===== src/rtl/pong_pkg.sv =====
// Shared Pong types: FSM state encoding and the paddle-zone deflection table.
package pong_pkg;

   typedef enum logic [2:0] {
      ST_IDLE   = 3'd0,
      ST_PLAY   = 3'd1,
      ST_PAUSED = 3'd2,
      ST_POINT  = 3'd3,
      ST_OVER   = 3'd4
   } state_t;

   // Ball velocity after striking one of the five paddle zones
   typedef struct packed {
      logic [2:0] vx;
      logic [2:0] vy;
      logic       keep_dir;   // centre zone leaves vertical direction alone
      logic       down;       // new vertical direction when not kept
   } zone_vel_t;

   localparam logic [2:0] SERVE_VX = 3'd4;

   // Outer zones deflect steeply, centre zone returns flat and fast
   function automatic zone_vel_t zone_vel(input logic [2:0] zone);
      zone_vel_t v;
      case (zone)
         3'd0:    v = '{vx: 3'd2, vy: 3'd2, keep_dir: 1'b0, down: 1'b0};
         3'd1:    v = '{vx: 3'd3, vy: 3'd1, keep_dir: 1'b0, down: 1'b0};
         3'd3:    v = '{vx: 3'd3, vy: 3'd1, keep_dir: 1'b0, down: 1'b1};
         3'd4:    v = '{vx: 3'd2, vy: 3'd2, keep_dir: 1'b0, down: 1'b1};
         default: v = '{vx: 3'd4, vy: 3'd0, keep_dir: 1'b1, down: 1'b0};
      endcase
      return v;
   endfunction

endpackage


===== src/rtl/pong_paddle.sv =====
// One paddle: pulse-driven vertical position, clamped inside the playfield.
module pong_paddle #(
   parameter int FRAME_H   = 480,
   parameter int PAD_H     = 80,
   parameter int PAD_SPEED = 8
) (
   input  logic        CLOCK_25,
   input  logic        reset_n,
   input  logic        en,
   input  logic        up,
   input  logic        down,
   output logic [11:0] y
);

   localparam int               Y_MAX   = FRAME_H - PAD_H - 1;
   localparam logic signed [12:0] SPD   = 13'(PAD_SPEED);
   localparam logic signed [12:0] MIN_S = 13'sd1;
   localparam logic signed [12:0] MAX_S = 13'(Y_MAX);
   localparam logic [11:0]        Y_RST = 12'((FRAME_H - PAD_H) / 2);

   logic signed [12:0] y_up;
   logic signed [12:0] y_dn;
   logic [11:0]        y_nxt;

   // One speed step per pulse; opposing pulses cancel; clamp at both edges
   always_comb begin
      y_nxt = y;
      y_up  = $signed({1'b0, y}) - SPD;
      y_dn  = $signed({1'b0, y}) + SPD;
      if (en && up && !down)
         y_nxt = (y_up < MIN_S) ? MIN_S[11:0] : y_up[11:0];
      else if (en && down && !up)
         y_nxt = (y_dn > MAX_S) ? MAX_S[11:0] : y_dn[11:0];
   end

   // Position register, centred on reset
   always_ff @(posedge CLOCK_25 or negedge reset_n) begin
      if (!reset_n) y <= Y_RST;
      else          y <= y_nxt;
   end

endmodule


===== src/rtl/pong_game_engine.sv =====
// Pong core: game FSM, ball physics with zoned paddle deflection, scoring and serve delay.
module pong_game_engine
   import pong_pkg::*;
#(
   parameter int FRAME_W     = 640,
   parameter int FRAME_H     = 480,
   parameter int PAD_W       = 8,
   parameter int PAD_H       = 80,
   parameter int P1_X        = 16,
   parameter int BALL_SZ     = 8,
   parameter int PAD_SPEED   = 8,
   parameter int SCORE_W     = 4,
   parameter int WIN_SCORE   = 9,
   parameter int SERVE_TICKS = 60
) (
   input  logic               CLOCK_25,
   input  logic               reset_n,
   input  logic               tick,
   input  logic               pause_req,
   input  logic               resume_req,
   input  logic               p1_up,
   input  logic               p1_down,
   input  logic               p2_up,
   input  logic               p2_down,
   output logic [11:0]        ball_x,
   output logic [11:0]        ball_y,
   output logic [11:0]        p1_y,
   output logic [11:0]        p2_y,
   output logic [SCORE_W-1:0] score_1,
   output logic [SCORE_W-1:0] score_2,
   output logic [2:0]         state,
   output logic [1:0]         winner,
   output logic               point_pulse
);

   localparam int P2_X  = FRAME_W - P1_X - PAD_W;
   localparam int SRV_W = $clog2(SERVE_TICKS + 1);

   localparam logic signed [12:0] P1_FACE = 13'(P1_X + PAD_W);
   localparam logic signed [12:0] P2_FACE = 13'(P2_X);
   localparam logic signed [12:0] P2_SNAP = 13'(P2_X - BALL_SZ);
   localparam logic signed [12:0] BALL_S  = 13'(BALL_SZ);
   localparam logic signed [12:0] Y_MIN_S = 13'sd1;
   localparam logic signed [12:0] Y_MAX_S = 13'(FRAME_H - BALL_SZ - 1);
   localparam logic [12:0]        HALF_B  = 13'(BALL_SZ / 2);
   localparam logic [12:0]        PAD_H13 = 13'(PAD_H);
   localparam logic [12:0]        ZONE_H  = 13'(PAD_H / 5);
   localparam logic [11:0]        BX0     = 12'((FRAME_W - BALL_SZ) / 2);
   localparam logic [11:0]        BY0     = 12'((FRAME_H - BALL_SZ) / 2);
   localparam logic [SCORE_W-1:0] WIN     = SCORE_W'(WIN_SCORE);
   localparam logic [SCORE_W-1:0] WIN_M1  = SCORE_W'(WIN_SCORE - 1);
   localparam logic [SRV_W-1:0]   SRV_END = SRV_W'(SERVE_TICKS - 1);

   state_t             st, st_n;
   logic [SRV_W-1:0]   srv, srv_n;
   logic [2:0]         vx, vy, vx_n, vy_n;
   logic               dir_r, dir_d, dr_n, dd_n;
   logic [11:0]        bx_n, by_n;
   logic signed [12:0] bx, by, nx, ny;
   logic [12:0]        off1, off2;
   logic               cross1, cross2, hit1, hit2;
   logic               step, miss1, miss2, pad_en, win_reached;
   zone_vel_t          zv1, zv2;

   assign state       = st;
   assign pad_en      = (st == ST_PLAY) || (st == ST_POINT);
   assign step        = (st == ST_PLAY) && tick && (!pause_req || resume_req);
   assign win_reached = (score_1 == WIN) || (score_2 == WIN);

   pong_paddle #(.FRAME_H(FRAME_H), .PAD_H(PAD_H), .PAD_SPEED(PAD_SPEED)) u_pad1 (
      .CLOCK_25(CLOCK_25), .reset_n(reset_n), .en(pad_en),
      .up(p1_up), .down(p1_down), .y(p1_y)
   );

   pong_paddle #(.FRAME_H(FRAME_H), .PAD_H(PAD_H), .PAD_SPEED(PAD_SPEED)) u_pad2 (
      .CLOCK_25(CLOCK_25), .reset_n(reset_n), .en(pad_en),
      .up(p2_up), .down(p2_down), .y(p2_y)
   );

   // Candidate step plus face-crossing and zone lookup against the current paddles
   always_comb begin
      bx     = $signed({1'b0, ball_x});
      by     = $signed({1'b0, ball_y});
      nx     = dir_r ? bx + $signed({10'd0, vx}) : bx - $signed({10'd0, vx});
      ny     = dir_d ? by + $signed({10'd0, vy}) : by - $signed({10'd0, vy});
      cross1 = !dir_r && (bx >= P1_FACE) && (nx <= P1_FACE);
      cross2 = dir_r && (bx + BALL_S <= P2_FACE) && (nx + BALL_S >= P2_FACE);
      // unsigned wrap makes a ball above the paddle land far outside [0,PAD_H)
      off1   = {1'b0, ball_y} + HALF_B - {1'b0, p1_y};
      off2   = {1'b0, ball_y} + HALF_B - {1'b0, p2_y};
      hit1   = off1 < PAD_H13;
      hit2   = off2 < PAD_H13;
      zv1    = zone_vel(3'(off1 / ZONE_H));
      zv2    = zone_vel(3'(off2 / ZONE_H));
   end

   // Ball next state: y handles walls, x handles paddles; a paddle strike owns the y direction
   always_comb begin
      bx_n  = ball_x;
      by_n  = ball_y;
      vx_n  = vx;
      vy_n  = vy;
      dr_n  = dir_r;
      dd_n  = dir_d;
      miss1 = 1'b0;
      miss2 = 1'b0;
      if (step) begin
         bx_n = nx[11:0];
         if (ny <= Y_MIN_S) begin
            by_n = Y_MIN_S[11:0];
            dd_n = 1'b1;
         end else if (ny >= Y_MAX_S) begin
            by_n = Y_MAX_S[11:0];
            dd_n = 1'b0;
         end else begin
            by_n = ny[11:0];
         end
         if (cross1) begin
            if (hit1) begin
               bx_n = P1_FACE[11:0];
               dr_n = 1'b1;
               vx_n = zv1.vx;
               vy_n = zv1.vy;
               if (!zv1.keep_dir) dd_n = zv1.down;
            end else begin
               miss1 = 1'b1;
            end
         end else if (cross2) begin
            if (hit2) begin
               bx_n = P2_SNAP[11:0];
               dr_n = 1'b0;
               vx_n = zv2.vx;
               vy_n = zv2.vy;
               if (!zv2.keep_dir) dd_n = zv2.down;
            end else begin
               miss2 = 1'b1;
            end
         end
         // recentre at once and serve toward whoever conceded
         if (miss1 || miss2) begin
            bx_n = BX0;
            by_n = BY0;
            vx_n = SERVE_VX;
            vy_n = 3'd0;
            dr_n = miss2;
         end
      end
   end

   // Ball position and velocity registers
   always_ff @(posedge CLOCK_25 or negedge reset_n) begin
      if (!reset_n) begin
         ball_x <= BX0;
         ball_y <= BY0;
         vx     <= SERVE_VX;
         vy     <= 3'd0;
         dir_r  <= 1'b1;
         dir_d  <= 1'b1;
      end else begin
         ball_x <= bx_n;
         ball_y <= by_n;
         vx     <= vx_n;
         vy     <= vy_n;
         dir_r  <= dr_n;
         dir_d  <= dd_n;
      end
   end

   // Saturating scores, winner flag (set with the winning point) and point strobe
   always_ff @(posedge CLOCK_25 or negedge reset_n) begin
      if (!reset_n) begin
         score_1     <= '0;
         score_2     <= '0;
         winner      <= 2'd0;
         point_pulse <= 1'b0;
      end else begin
         point_pulse <= miss1 | miss2;
         if (st == ST_OVER && resume_req) begin
            score_1 <= '0;
            score_2 <= '0;
            winner  <= 2'd0;
         end else begin
            if (miss2 && score_1 != WIN) begin
               score_1 <= score_1 + 1'b1;
               if (score_1 == WIN_M1) winner <= 2'd1;
            end
            if (miss1 && score_2 != WIN) begin
               score_2 <= score_2 + 1'b1;
               if (score_2 == WIN_M1) winner <= 2'd2;
            end
         end
      end
   end

   // FSM state and serve-delay counter registers
   always_ff @(posedge CLOCK_25 or negedge reset_n) begin
      if (!reset_n) begin
         st  <= ST_IDLE;
         srv <= '0;
      end else begin
         st  <= st_n;
         srv <= srv_n;
      end
   end

   // Next state: resume beats pause; a finished game beats serving
   always_comb begin
      st_n  = st;
      srv_n = '0;
      case (st)
         ST_IDLE:   if (resume_req) st_n = ST_PLAY;
         ST_PLAY: begin
            if (miss1 || miss2)              st_n = ST_POINT;
            else if (pause_req && !resume_req) st_n = ST_PAUSED;
         end
         ST_PAUSED: if (resume_req) st_n = ST_PLAY;
         ST_POINT: begin
            if (win_reached) begin
               st_n = ST_OVER;
            end else if (tick) begin
               if (srv == SRV_END) st_n = ST_PLAY;
               else                srv_n = srv + 1'b1;
            end else begin
               srv_n = srv;
            end
         end
         ST_OVER:   if (resume_req) st_n = ST_POINT;
         default:   st_n = ST_IDLE;
      endcase
   end

endmodule


===== config.mk =====
export PLATFORM = sky130hd
export DESIGN_NAME = pong_game_engine
export DESIGN_NICKNAME = d
export VERILOG_FILES = /design/src/rtl/pong_pkg.sv /design/src/rtl/pong_paddle.sv /design/src/rtl/pong_game_engine.sv
export SDC_FILE = /design/constraint.sdc
export NUM_CORES = 1
export LEC_CHECK = 0
export CAP_MARGIN = 15
export CORE_UTILIZATION = 40
export CTS_CLUSTER_DIAMETER = 50
export DETAILED_ROUTE_END_ITERATION = 7
export GPL_TIMING_DRIVEN = 0
export SYNTH_ARGS = -nofsm -noshare
export SYNTH_HDL_FRONTEND = slang
export SYNTH_SLANG_ARGS = --single-unit

===== constraint.sdc =====
create_clock -name CLOCK_25 -period 4.7 [get_ports CLOCK_25]
set_input_delay 1.41 -clock CLOCK_25 [delete_from_list [all_inputs] [get_ports CLOCK_25]]
set_output_delay 1.41 -clock CLOCK_25 [all_outputs]
set_load 0.01 [all_outputs]

==> flow_metrics.env <==
export IMPL_outcome="finished, final reports clean"
export IMPL_ys_warn_count=0
export IMPL_gp_congestion=0.910
export IMPL_clkPwrFrac=0.098
export IMPL_combPwrFrac=0.744
export IMPL_crit_required_ns=4.95
export IMPL_cts_tree="built"
export IMPL_synthArstFlopShare=1.00
export IMPL_cp_max_fo=9
export IMPL_final_setup_viol_count=0
export IMPL_track_usage=0.222
export IMPL_min_period_over_period=0.957
export IMPL_antenna_found_initial=0
export IMPL_post_route_min_period_ns=4.50
export IMPL_grt_remaining_overflow=0
export IMPL_clockBufferDepth=2
export IMPL_timing_rr_start="vx[0]$_DFFE_PN0P_"
export IMPL_rsz0062_at_grt="no"
export IMPL_start_util=0.410
export IMPL_syn_cell_area_um2=7400
export IMPL_ios=71
export IMPL_grt_start_max_net_pins=50
export IMPL_power_density_nw_per_um2=852
export IMPL_layout_nets=1103
export IMPL_grt_pass1_vias=6828
export IMPL_final_cell_mix="84 x nand2_1, 84 x nor2_1, 68 x clkdlybuf4s50_1"
export IMPL_place_inst=1241
export IMPL_synth_top_area_frac=0.179
export IMPL_rows=49
export IMPL_dp_hpwl_mm=16.3
export IMPL_start_kind="flop"
export IMPL_postCtsHoldBufs=0
export IMPL_ys_flop_type="dfrtp_1"
export IMPL_tightestPinTransition_ns=1.00
export IMPL_hold_viol=0
export IMPL_synthDistinctLibCells=80
export IMPL_drtIter0Drc=450
export IMPL_vdd_drop_max_uv=515
export IMPL_cts_sinks=72
export IMPL_p_sw_frac=0.527
export IMPL_synthesis_nets=1018
export IMPL_finalMaxSlewViolations=0
export IMPL_power_frac_seq=0.157
export IMPL_syn_inst=942
export IMPL_drtAntennaViolNets=0
export IMPL_min_path_type="flop to flop"
export IMPL_via_per_inst=5.95
export IMPL_max_clock_freq_mhz=222
export IMPL_synth_largest_area_cell="dfrtp_1"
export IMPL_die_area_um2=19000
export IMPL_critical_path_class="flop to flop"
export IMPL_wirelength_mm=21.2
export IMPL_syn_avg_cell_area_um2=7.85
export IMPL_synth_seq_cells=72
export IMPL_netSwitchingPower_mw=3.96
export IMPL_drive_gt1_frac=0.0717
export IMPL_seq_area_frac_synth=0.247
export IMPL_antenna_cells=0
export IMPL_setup_tns_ns=0
export IMPL_die_w_um=138
export IMPL_grt_pass1_wl_mm=34.7
export IMPL_root_buffer="clkbuf_16"
export IMPL_via_count=7508
export IMPL_wl_per_cell_um=16.8
export IMPL_cts_htree_levels=3
export IMPL_max_cap_violations=0
export IMPL_critPathCaptureType="flop"
export IMPL_clock_latency_ns=0.36
export IMPL_fp_coreArea_um2=18000
export IMPL_hold_slack_ns=0.497
export IMPL_drcViolationCount=0
export IMPL_synth_edf_count=0
export IMPL_power_leakage_nw=3.66
export IMPL_clkSlewWorstSetupHoldPaths_ns=0.06
export IMPL_cell_internal_pwr_mw=3.54
export IMPL_arrival_ns=4.75
export IMPL_area_delta_synth_final_pct=19.0
export IMPL_numCtsBuffers=9
export IMPL_synth_area_leaders="dfrtp_1 18%, ha_1 11%, dfstp_2 6.7%"
export IMPL_worstHoldStart="score_1[3]$_DFFE_PN0P_"
export IMPL_drt_pass1_iterations=6
export IMPL_stdcell_count=1261
export IMPL_die_y_um=138
export IMPL_critPathLaunch="vx[0]$_DFFE_PN0P_"
export IMPL_portBuffers=69
export IMPL_clock_skew_ns=0.00899
export IMPL_slew_headroom=0.314
[routing by layer]
layer	GRT usage	share of wire	vias up
met5	0	0	-
met4	0.0798	0.020	0
met3	0.0236	0.050	28
met2	0.347	0.45	204
met1	0.315	0.48	3549
li1	-	-	3727
[cells by family (layout without fill, tap and decap cells)]
logic type / count (synthesis) / count (layout) / share of synthesized area
simple gates: 359 / 359 / 0.243
flops: 72 / 72 / 0.247
buf+inv: 90 / 180 / 0.0468
fa+ha+maj: 68 / 68 / 0.117
xor+xnor: 39 / 39 / 0.0462
mux: 12 / 12 / 0.0184
compound gates: 302 / 302 / 0.282
[synthesized netlist by cell type (all sizes together), types with 20 or more instances]
| cell | n |
|---|---|
| a21oi | 64 |
| clkbuf | 33 |
| dfrtp | 53 |
| ha | 65 |
| inv | 53 |
| nand2 | 84 |
| nand3 | 47 |
| nor2 | 86 |
| nor3 | 26 |
| o21ai | 58 |
| o31ai | 20 |
| xnor2 | 24 |
[worst paths after layout]
check                                                to  slack, ns  cells after the start
worst max-delay path              ball_y[7]$_DFFE_PN1P_       0.20                     16
worst min-delay path             score_1[3]$_DFFE_PN0P_       0.50                      1
worst max register to register    ball_y[7]$_DFFE_PN1P_       0.20                     16
worst min register to register   score_1[3]$_DFFE_PN0P_       0.50                      1
max in group asynchronous             dir_r$_DFFE_PN1P_       3.13                      2
min in group asynchronous       u_pad2.y[8]$_DFFE_PN0P_       0.96                      1
[state kept, by name (all words and copies together) (netlist names)]
signal	cells
u_pad1.y	11
ball_x	12
dir_d	1
score_2	4
u_pad2.y	11
point_pulse	1
state	3
ball_y	12
vx	3
dir_r	1
winner	2
score_1	4
srv	6
vy	1
[timing repair]
item                                    4_1_cts  5_1_grt
gates resized for setup                       3        8
pin swaps                                     1        1
endpoints found under the setup margin       26       37
gates cloned                                  0        0
setup buffers                                 2        2
[worst max-delay path, stage by stage, from the launching register on]
cell and delay, ns:
dfrtp_1 0.44, inv_1 0.12, ha_1 0.21, ha_1 0.21
nor2_4 0.21, ha_1 0.27, buf_2 0.17, a21o_1 0.19
and2_4 0.19, or4_4 0.49, a31o_1 0.23, or4_4 0.50
o32ai_4 0.32, buf_12 0.17, nor4_4 0.07, nor2_1 0.43
a31oi_1 0.17
[power by group through the flow]
stage,sequential (mW),combinational (mW),clock (mW)
after global placement,1.18,5.29,0
final,1.18,5.58,0.737
after CTS,1.18,5.47,0.751
after global routing,1.22,6.20,0.777
after detailed placement,1.19,5.34,0
after floorplan,1.16,3.86,0
[layout make-up]
cell class,instances,area [µm²]
multi-input cells,780,5280
fillers,1806,9220
well taps,229,287
clock inverters,7,83.8
plain buffers,37,148
repair buffers,74,758
clock buffers,9,225
flip-flops and latches,72,1830
inverters,53,199
[per-stage QoR]
stage	power (mW)	util	instance area, µm²	setup WS, ns
after global routing	8.19	0.488	8800	0.00959
final	7.50	0.488	8800	0.203
after CTS	7.40	0.486	8750	0.00507
after global placement	6.47	0.465	8380	-0.461
after detailed placement	6.53	0.466	8400	-0.595
after floorplan	5.02	-	7400	0.575
No activity file was read; power rests on OpenSTA's default activity.
